$ cat src/rtl/q78_multiplier.sv
// Iterative signed Q7.8 multiplier: radix-2 shift-add on operand magnitudes,
// one multiplier bit per cycle, followed by a round/saturate step back to Q7.8.
module q78_multiplier #(
    parameter int WIDTH = 16,
    parameter int FRAC  = 8
) (
    input  logic                    clk,
    input  logic                    rst_n,
    input  logic                    in_valid,
    output logic                    in_ready,
    input  logic signed [WIDTH-1:0] op_a,
    input  logic signed [WIDTH-1:0] op_b,
    output logic                    out_valid,
    input  logic                    out_ready,
    output logic signed [WIDTH-1:0] result,
    output logic                    overflow
);

    localparam int PW    = 2 * WIDTH;
    localparam int CNT_W = $clog2(WIDTH);

    localparam logic [CNT_W-1:0] CNT_LAST = CNT_W'(WIDTH - 1);
    localparam logic [PW-1:0]    RND      = PW'(1) << (FRAC - 1);
    localparam logic [PW-1:0]    MAX_POS  = PW'((1 << (WIDTH - 1)) - 1);
    localparam logic [PW-1:0]    MAX_NEG  = PW'(1 << (WIDTH - 1));

    typedef enum logic [1:0] {
        IDLE   = 2'd0,
        CALC   = 2'd1,
        FINISH = 2'd2,
        HOLD   = 2'd3
    } state_t;

    state_t state_q, state_d;

    logic [PW-1:0]    mcand;
    logic [WIDTH-1:0] mplier;
    logic [PW-1:0]    acc;
    logic [CNT_W-1:0] cnt;
    logic             sign;

    logic [WIDTH-1:0] mag_a, mag_b;
    logic             accept;
    logic [WIDTH:0]   rs;

    // Round half away from zero on the magnitude, then clamp to the signed range.
    // Packs {overflow, result}; a zero magnitude never produces negative zero.
    function automatic logic [WIDTH:0] round_sat(input logic [PW-1:0] p, input logic neg);
        logic [PW-1:0]    r;
        logic [WIDTH-1:0] mag;
        logic [WIDTH-1:0] res;
        r   = (p + RND) >> FRAC;
        mag = r[WIDTH-1:0];
        if (!neg && (r > MAX_POS)) begin
            return {1'b1, MAX_POS[WIDTH-1:0]};
        end
        if (neg && (r > MAX_NEG)) begin
            return {1'b1, MAX_NEG[WIDTH-1:0]};
        end
        res = neg ? (WIDTH'(0) - mag) : mag;
        return {1'b0, res};
    endfunction

    // |-2^(WIDTH-1)| wraps to the same bit pattern, which is the correct unsigned magnitude.
    assign mag_a  = op_a[WIDTH-1] ? $unsigned(-op_a) : $unsigned(op_a);
    assign mag_b  = op_b[WIDTH-1] ? $unsigned(-op_b) : $unsigned(op_b);
    assign accept = (state_q == IDLE) && in_valid;
    assign rs     = round_sat(acc, sign);

    always_ff @(posedge clk or negedge rst_n) begin
        if (!rst_n) begin
            state_q <= IDLE;
        end else begin
            state_q <= state_d;
        end
    end

    always_comb begin
        state_d   = state_q;
        in_ready  = 1'b0;
        out_valid = 1'b0;
        case (state_q)
            IDLE: begin
                in_ready = 1'b1;
                if (in_valid) begin
                    state_d = CALC;
                end
            end
            CALC: begin
                if (cnt == CNT_LAST) begin
                    state_d = FINISH;
                end
            end
            FINISH: begin
                state_d = HOLD;
            end
            HOLD: begin
                out_valid = 1'b1;
                if (out_ready) begin
                    state_d = IDLE;
                end
            end
            default: begin
                state_d = IDLE;
            end
        endcase
    end

    // Datapath: operand capture, shift-add iterations, registered rounded result.
    always_ff @(posedge clk or negedge rst_n) begin
        if (!rst_n) begin
            mcand    <= '0;
            mplier   <= '0;
            acc      <= '0;
            cnt      <= '0;
            sign     <= 1'b0;
            result   <= '0;
            overflow <= 1'b0;
        end else begin
            if (accept) begin
                sign   <= op_a[WIDTH-1] ^ op_b[WIDTH-1];
                mcand  <= PW'(mag_a);
                mplier <= mag_b;
                acc    <= '0;
                cnt    <= '0;
            end else if (state_q == CALC) begin
                if (mplier[0]) begin
                    acc <= acc + mcand;
                end
                mcand  <= mcand << 1;
                mplier <= mplier >> 1;
                cnt    <= cnt + CNT_W'(1);
            end else if (state_q == FINISH) begin
                result   <= $signed(rs[WIDTH-1:0]);
                overflow <= rs[WIDTH];
            end
        end
    end

endmodule

$ cat config.mk
export PLATFORM = sky130hd
export DESIGN_NAME = q78_multiplier
export DESIGN_NICKNAME = d
export VERILOG_FILES = /design/src/rtl/q78_multiplier.sv
export SDC_FILE = /design/constraint.sdc
export NUM_CORES = 1
export LEC_CHECK = 0
export CORE_ASPECT_RATIO = 1.1
export CORE_MARGIN = 1
export CORE_UTILIZATION = 30
export DETAILED_ROUTE_END_ITERATION = 6
export GPL_TIMING_DRIVEN = 0
export PLACE_DENSITY = 0.52
export SYNTH_ARGS = -nofsm -noshare
export SYNTH_HDL_FRONTEND = slang
export SYNTH_SLANG_ARGS = --single-unit
$ cat constraint.sdc
create_clock -name clk -period 9.1 [get_ports clk]
set_clock_uncertainty 0.1 [all_clocks]
set_input_delay 0.91 -clock clk [delete_from_list [all_inputs] [get_ports clk]]
set_output_delay 0.91 -clock clk [all_outputs]
set_load 0.02 [all_outputs]
## After elaboration in Yosys (flattened, before gate mapping)

Cells that the tools add are included.
Widths: inputs -> output; s select.

- Output and inout bits: 19
- Bits in registers: 104
- Logic and storage cells: 61
- Bits of input ports: 36

- Equal/unequal tests: 7
- Bitwise logic cells: 3
- Add/sub/neg operators: 6
- Reductions and logical operators: 10
- Muxes and demuxes: 25
- Magnitude comparators: 2

Operators with widths:

| kind | count |
|---|---|
| $mux 32 | 5 |
| $mux 16 | 5 |
| $mux 17 | 4 |
| $add 32x32->32 | 1 |
| $add 32x8->32 const B | 1 |
| $neg 16->16 | 2 |
| $gt 24x15->1 const B | 1 |
| $gt 24x16->1 const B | 1 |
| $sub 1x16->16 const A | 1 |
| $mux 4 | 2 |
| $pmux 2 s4 | 1 |
| $mux 2 | 3 |
| $ne 2x2->1 const B | 3 |
| $reduce_and 3->1 | 2 |
| $mux 1 | 5 |
| $add 4x1->4 const B | 1 |
| $eq 2x2->1 const B | 2 |
| $eq 4x4->1 const B | 1 |
| $reduce_bool 2->1 | 2 |
| $logic_and 1x1->1 | 3 |
| $eq 2x1->1 const B | 1 |
| $logic_not 2->1 | 1 |
| $not 1->1 | 2 |
| $reduce_and 2->1 | 1 |
| other kinds (2) | 2 |

## Logic depth before layout (Yosys ltp)

- Depth after elaboration: 7
- Depth in mapped cells: 12

## Least setup slack after synthesis

No wires, ideal clock.

- Kind: register to register
- From: register acc[7]
- To: register result[3]
- Stages on the path, launching flop included: 13
- Setup time: 0.073 ns
- Setup slack: 6.185 ns
- Data arrival time: 2.742 ns
- Path buffers: 2
- Required time: 8.927 ns
- Cell sequence: dfrtp_1 > ha_1 > buf_2 > nand4_4 > nor3_2 > mux2_2 > o31a_1 > a2111oi_4 > o211ai_2 > nand2_2 > buf_6 > nand2_1 > a21oi_2

- Cells in the longest elaborated chain, start to end: 7

RTL lines:

| element | line | source |
|---|---|---|
| from (decl) | 38 | `logic [PW-1:0] acc;` |
| from (signal assigned) | 128 | `acc <= acc + mcand;` |
| $add 32x8->32 * | 52 | `r = (p + RND) >> FRAC;` |
| $gt 24x16->1 | 57 | `if (neg && (r > MAX_NEG)) begin` |
| $logic_and 1x1->1 | 57 |  |
| $mux 1 (2 in a row) | 57 |  |
| $mux 17 | 60 | `res = neg ? (WIDTH'(0) - mag) : mag;` |
| $mux 17 * | 57 |  |
| to (signal assigned) | 134 | `result <= $signed(rs[WIDTH-1:0]);` |
| to (decl) | 15 | `output logic signed [WIDTH-1:0] result,` |

Mark *: on every way between the ends. The rest lies on a longest branch, timed or not. The select of a mux whose other input is x is not followed.
A chain may end at the register's enable or synchronous reset.

## Worst setup path in the final report

- From: register acc[8]
- To: register result[7]

Same word-level chain as after synthesis.

==> impl_metrics.prom <==
# TYPE chip_impl_metric gauge
chip_impl_metric{name="grt.total_usage",unit="%"} 15.8
chip_impl_info{name="hold_class",value="flip-flop to flip-flop"} 1
chip_impl_metric{name="cellPowerDensity",unit="nW/µm²"} 309
chip_impl_metric{name="hold_buffers",unit=""} 0
chip_impl_info{name="start_kind",value="flip-flop"} 1
chip_impl_info{name="timing.rr.end",value="result[7]$_DFFE_PN0P_"} 1
chip_impl_metric{name="synth-warning-count",unit=""} 0
chip_impl_metric{name="synth_seq_area_share",unit="%"} 32.8
chip_impl_metric{name="path_max_fanout",unit=""} 10
chip_impl_metric{name="first_iter_violations",unit=""} 344
chip_impl_metric{name="wire_length_of_the_first_global_routing_pass",unit="mm"} 34.4
chip_impl_metric{name="period_share",unit="%"} 37.6
chip_impl_metric{name="worst_skew_late_latency",unit="ns"} 0.36
chip_impl_info{name="critPathKind",value="flip-flop to flip-flop"} 1
chip_impl_metric{name="post_synth.cell_area_avg",unit="µm²"} 8.51
chip_impl_metric{name="route.antenna.remaining_nets",unit=""} 0
chip_impl_metric{name="postRouteWirelength",unit="mm"} 20.5
chip_impl_info{name="netlist_top_cells_area",value="sky130_fd_sc_hd__dfrtp_1 (33%), sky130_fd_sc_hd__mux2i_1 (6.6%), sky130_fd_sc_hd__ha_1 (6.5%)"} 1
chip_impl_metric{name="cp_data_arrival_time",unit="ns"} 3.61
chip_impl_metric{name="max_cap_viol_count",unit=""} 0
chip_impl_metric{name="number_of_buffers_between_clock_root_and_the_deepest_sink",unit=""} 2
chip_impl_metric{name="layout.nets",unit=""} 1077
chip_impl_metric{name="instance_count_of_the_mapped_netlist",unit=""} 933
chip_impl_metric{name="ys_async_sr_fraction",unit="%"} 100
chip_impl_metric{name="insertedDiodeCount",unit=""} 0
chip_impl_metric{name="slew_violations",unit=""} 0
chip_impl_metric{name="relSlewSlack",unit="%"} 46.9
chip_impl_info{name="hold_path.startpoint",value="result[12]$_DFFE_PN0P_"} 1
chip_impl_metric{name="place_congestion",unit=""} 0.825
chip_impl_metric{name="setup_viol",unit=""} 0
chip_impl_metric{name="timing.fmax",unit="MHz"} 292
chip_impl_metric{name="holdPathStages",unit=""} 2
chip_impl_metric{name="post_synth_num_cell_types",unit=""} 77
chip_impl_metric{name="final_hold_slack",unit="ns"} 0.399
chip_impl_info{name="synthFlopType",value="sky130_fd_sc_hd__dfrtp_1"} 1
chip_impl_metric{name="dieArea",unit="µm²"} 27100
chip_impl_metric{name="design.core.area",unit="µm²"} 26100
chip_impl_info{name="tritoncts",value="yes"} 1
chip_impl_metric{name="dieHeight",unit="µm"} 173
chip_impl_metric{name="reg2regPathDepth",unit=""} 12
chip_impl_metric{name="worst_path_largest_cell_delay",unit="ns"} 0.52
chip_impl_metric{name="clock_sinks",unit=""} 104
chip_impl_metric{name="cts_made_buffers",unit=""} 9
chip_impl_metric{name="timing.setup.tns",unit="ns"} 0
chip_impl_metric{name="max_slew.worst_pin.slew",unit="ns"} 0.796
chip_impl_metric{name="synth-edff-count",unit=""} 0
chip_impl_metric{name="cts-htree-levels",unit=""} 3
chip_impl_metric{name="synthToLayoutAreaGrowth",unit="%"} 16.6
chip_impl_metric{name="grt_pass1_vias",unit=""} 6626
chip_impl_metric{name="post_route_cells_drive_above_1_share",unit="%"} 5.88
chip_impl_metric{name="post-cts-setup-buffer-count",unit=""} 0
chip_impl_info{name="cts_root_buf",value="sky130_fd_sc_hd__clkbuf_16"} 1
chip_impl_metric{name="grt.overflow.total",unit=""} 0
chip_impl_metric{name="netlist_area",unit="µm²"} 7940
chip_impl_metric{name="hold_viol",unit=""} 0
chip_impl_metric{name="ys_seq_elements",unit=""} 104
chip_impl_info{name="whs_endpoint",value="result[12]$_DFFE_PN0P_"} 1
chip_impl_info{name="synthMostInstantiatedCell",value="sky130_fd_sc_hd__nand2_1"} 1
chip_impl_metric{name="maximum_vdd_ir_drop",unit="V"} 0.000122
chip_impl_info{name="yosys.area.top_type",value="sky130_fd_sc_hd__dfrtp_1"} 1
chip_impl_info{name="outcome",value="finished clean"} 1
chip_impl_metric{name="dieWidth",unit="µm"} 157
chip_impl_info{name="critical_path.reg2reg.startpoint",value="acc[8]$_DFFE_PN0P_"} 1
chip_impl_metric{name="drc_errors",unit=""} 0
chip_impl_metric{name="synth.top_cell.area_share",unit="%"} 32.8
chip_impl_metric{name="ratio_of_routed_vias_to_standard_cells",unit=""} 5.02
chip_impl_metric{name="timing.critical_path.required",unit="ns"} 9.29
chip_impl_info{name="rsz0062_at_grt",value="false"} 1
chip_impl_metric{name="cts_resized",unit=""} 0
chip_impl_metric{name="floorplan.initialDensity",unit="%"} 30.5
chip_impl_metric{name="io_buffers",unit=""} 54
chip_impl_metric{name="p_leak",unit="nW"} 3.89
chip_impl_metric{name="rows",unit=""} 62
chip_impl_metric{name="period_minus_slack",unit="ns"} 3.42
chip_impl_metric{name="worst-r2r-setup-slack",unit="ns"} 5.68
chip_impl_metric{name="grt_max_degree",unit=""} 65
chip_impl_metric{name="synth_nets",unit=""} 1011
chip_impl_metric{name="clock_input_transition_at_the_sequential_cells_of_the_worst_setup_and_hold_paths",unit="ns"} 0.07
chip_impl_info{name="crit_path_top_delay_cell",value="sky130_fd_sc_hd__dfrtp_1"} 1
chip_impl_metric{name="vias",unit=""} 6810
chip_impl_info{name="critical_path.cell_chain",value="ha_1 > buf_2 > nand4_4 > nor3_2 > mux2_2 > o31a_1 > a2111oi_4 > o211ai_2 > nand2_2 > buf_6 > nand2_1 > a21oi_2"} 1
chip_impl_metric{name="first_pass_iters",unit=""} 5
chip_impl_info{name="critical_path.endpoint_type",value="flip-flop"} 1
chip_impl_metric{name="routed_wire_length_per_instance",unit="µm"} 15.1
chip_impl_metric{name="place.detailed.hpwl",unit="mm"} 15.6
chip_impl_metric{name="grt_antenna_before_repair",unit=""} 0
chip_impl_metric{name="io_pins",unit=""} 55
chip_impl_info{name="synth_commonest_cells",value="sky130_fd_sc_hd__nand2_1 (117), sky130_fd_sc_hd__dfrtp_1 (104), sky130_fd_sc_hd__nor2_1 (73), sky130_fd_sc_hd__a21oi_1 (67), sky130_fd_sc_hd__o21ai_0 (66)"} 1
cell families (layout without fill, tap and decap cells):
kind of cell / count (synthesis) / count (layout) / share of synthesized area (%)
and+or+nand+nor: 322 / 322 / 20.1
adders and majority gates: 42 / 42 / 6.71
xor gates and xnor gates: 76 / 76 / 8.39
DFF: 104 / 104 / 32.8
muxes: 54 / 54 / 6.84
buffers and inverters: 80 / 151 / 4.11
AOI/OAI and AO/OA: 255 / 255 / 21.0
worst max path at each step:
| stage | startpoint | to | cells after the start |
|---|---|---|---|
| 3_3_place_gp | rst_n | acc[6]$_DFFE_PN0P_ | 1 |
| 5_1_grt | acc[7]$_DFFE_PN0P_ | result[4]$_DFFE_PN0P_ | 12 |
| 4_1_cts | acc[7]$_DFFE_PN0P_ | result[3]$_DFFE_PN0P_ | 12 |
| 3_5_place_dp | in_valid | sign$_DFFE_PN0P_ | 7 |
| 6_report | acc[8]$_DFFE_PN0P_ | result[7]$_DFFE_PN0P_ | 12 |
| 2_1_floorplan | acc[7]$_DFFE_PN0P_ | result[3]$_DFFE_PN0P_ | 12 |
final cells by class:
type                       instances  area (µm²)
clock buffer                      10         239
tap                              352         440
buffer                            52         221
timing repair buffer              55         566
multi-input combinational        749        5010
fill                            2819       16800
inverter                          28         105
sequential                       104        2600
clock inverter                     6        73.8
sequential cells by signal, indices dropped and copies added, names as in the netlist:
register / cells
cnt: 4
state_q: 2
sign: 1
acc: 32
overflow: 1
result: 16
mplier: 16
mcand: 32
stage by stage:
stage | power (mW) | util (%) | instance area, µm² | setup WS [ns] | std cells
floorplan | 2.00 | - | 7940 | 6.19 | 933
CTS | 2.89 | 35.5 | 9260 | 5.66 | 1356
detailed placement | 2.46 | 34.3 | 8940 | 5.54 | 1340
finish | 2.86 | 35.5 | 9260 | 5.68 | 1356
global placement | 2.44 | 34.2 | 8920 | 2.75 | 1339
global route | 3.13 | 35.5 | 9260 | 5.45 | 1356
routing by layer:
layer | track usage [%] | share of wire (%) | wire [µm]
met1 | 22.1 | 50 | 10200
met2 | 25.9 | 47 | 9540
met3 | 1.80 | 2.6 | 534
met4 | 3.84 | 1.1 | 230
met5 | 0 | 0 | 0
cell usage in the layout (no fill, tap or decap), types with 6 or more instances in the layout:
master                            Yosys  layout
sky130_fd_sc_hd__a21oi_2              9       9
sky130_fd_sc_hd__a31oi_1              9       9
sky130_fd_sc_hd__and3_1               8       8
sky130_fd_sc_hd__dfrtp_1            104     104
sky130_fd_sc_hd__nor4_1               8       8
sky130_fd_sc_hd__xnor2_1             57      57
sky130_fd_sc_hd__inv_1               26      26
sky130_fd_sc_hd__buf_2                6       6
sky130_fd_sc_hd__nand3_1             26      26
sky130_fd_sc_hd__and2_1              10      10
sky130_fd_sc_hd__nor2b_1              7       7
sky130_fd_sc_hd__nand2_1            117     117
sky130_fd_sc_hd__xor2_1              19      19
sky130_fd_sc_hd__mux2i_1             52      52
sky130_fd_sc_hd__nor3_1              13      13
sky130_fd_sc_hd__a21oi_1             67      67
sky130_fd_sc_hd__buf_1               10      10
sky130_fd_sc_hd__clkbuf_1            32      32
sky130_fd_sc_hd__nand2b_1            10      10
sky130_fd_sc_hd__o31ai_1             13      13
sky130_fd_sc_hd__a211oi_1            12      12
sky130_fd_sc_hd__nand3b_1             7       7
sky130_fd_sc_hd__clkdlybuf4s50_1      0      53
sky130_fd_sc_hd__a21o_1              21      21
sky130_fd_sc_hd__o21a_1               6       6
sky130_fd_sc_hd__nor2_1              73      73
sky130_fd_sc_hd__ha_1                41      41
sky130_fd_sc_hd__clkbuf_16            0       9
sky130_fd_sc_hd__o21ai_0             66      66
sky130_fd_sc_hd__nand4_1             12      12
worst max-delay path, delay by kind of cell, from the launching register on:
family | cells | cell delay, ns
AOI/OAI and AO/OA | 4 | 0.97
and+or+nand+nor | 4 | 0.80
DFF | 1 | 0.52
muxes | 1 | 0.40
buffers and inverters | 2 | 0.36
adders and majority gates | 1 | 0.20
report_power, final:
group | switching (mW) | internal (mW)
registers | 0.162 | 0.637
logic | 0.965 | 0.679
clock network | 0.193 | 0.225
total | 1.32 | 1.54
(Power assumes the default switching activity.)
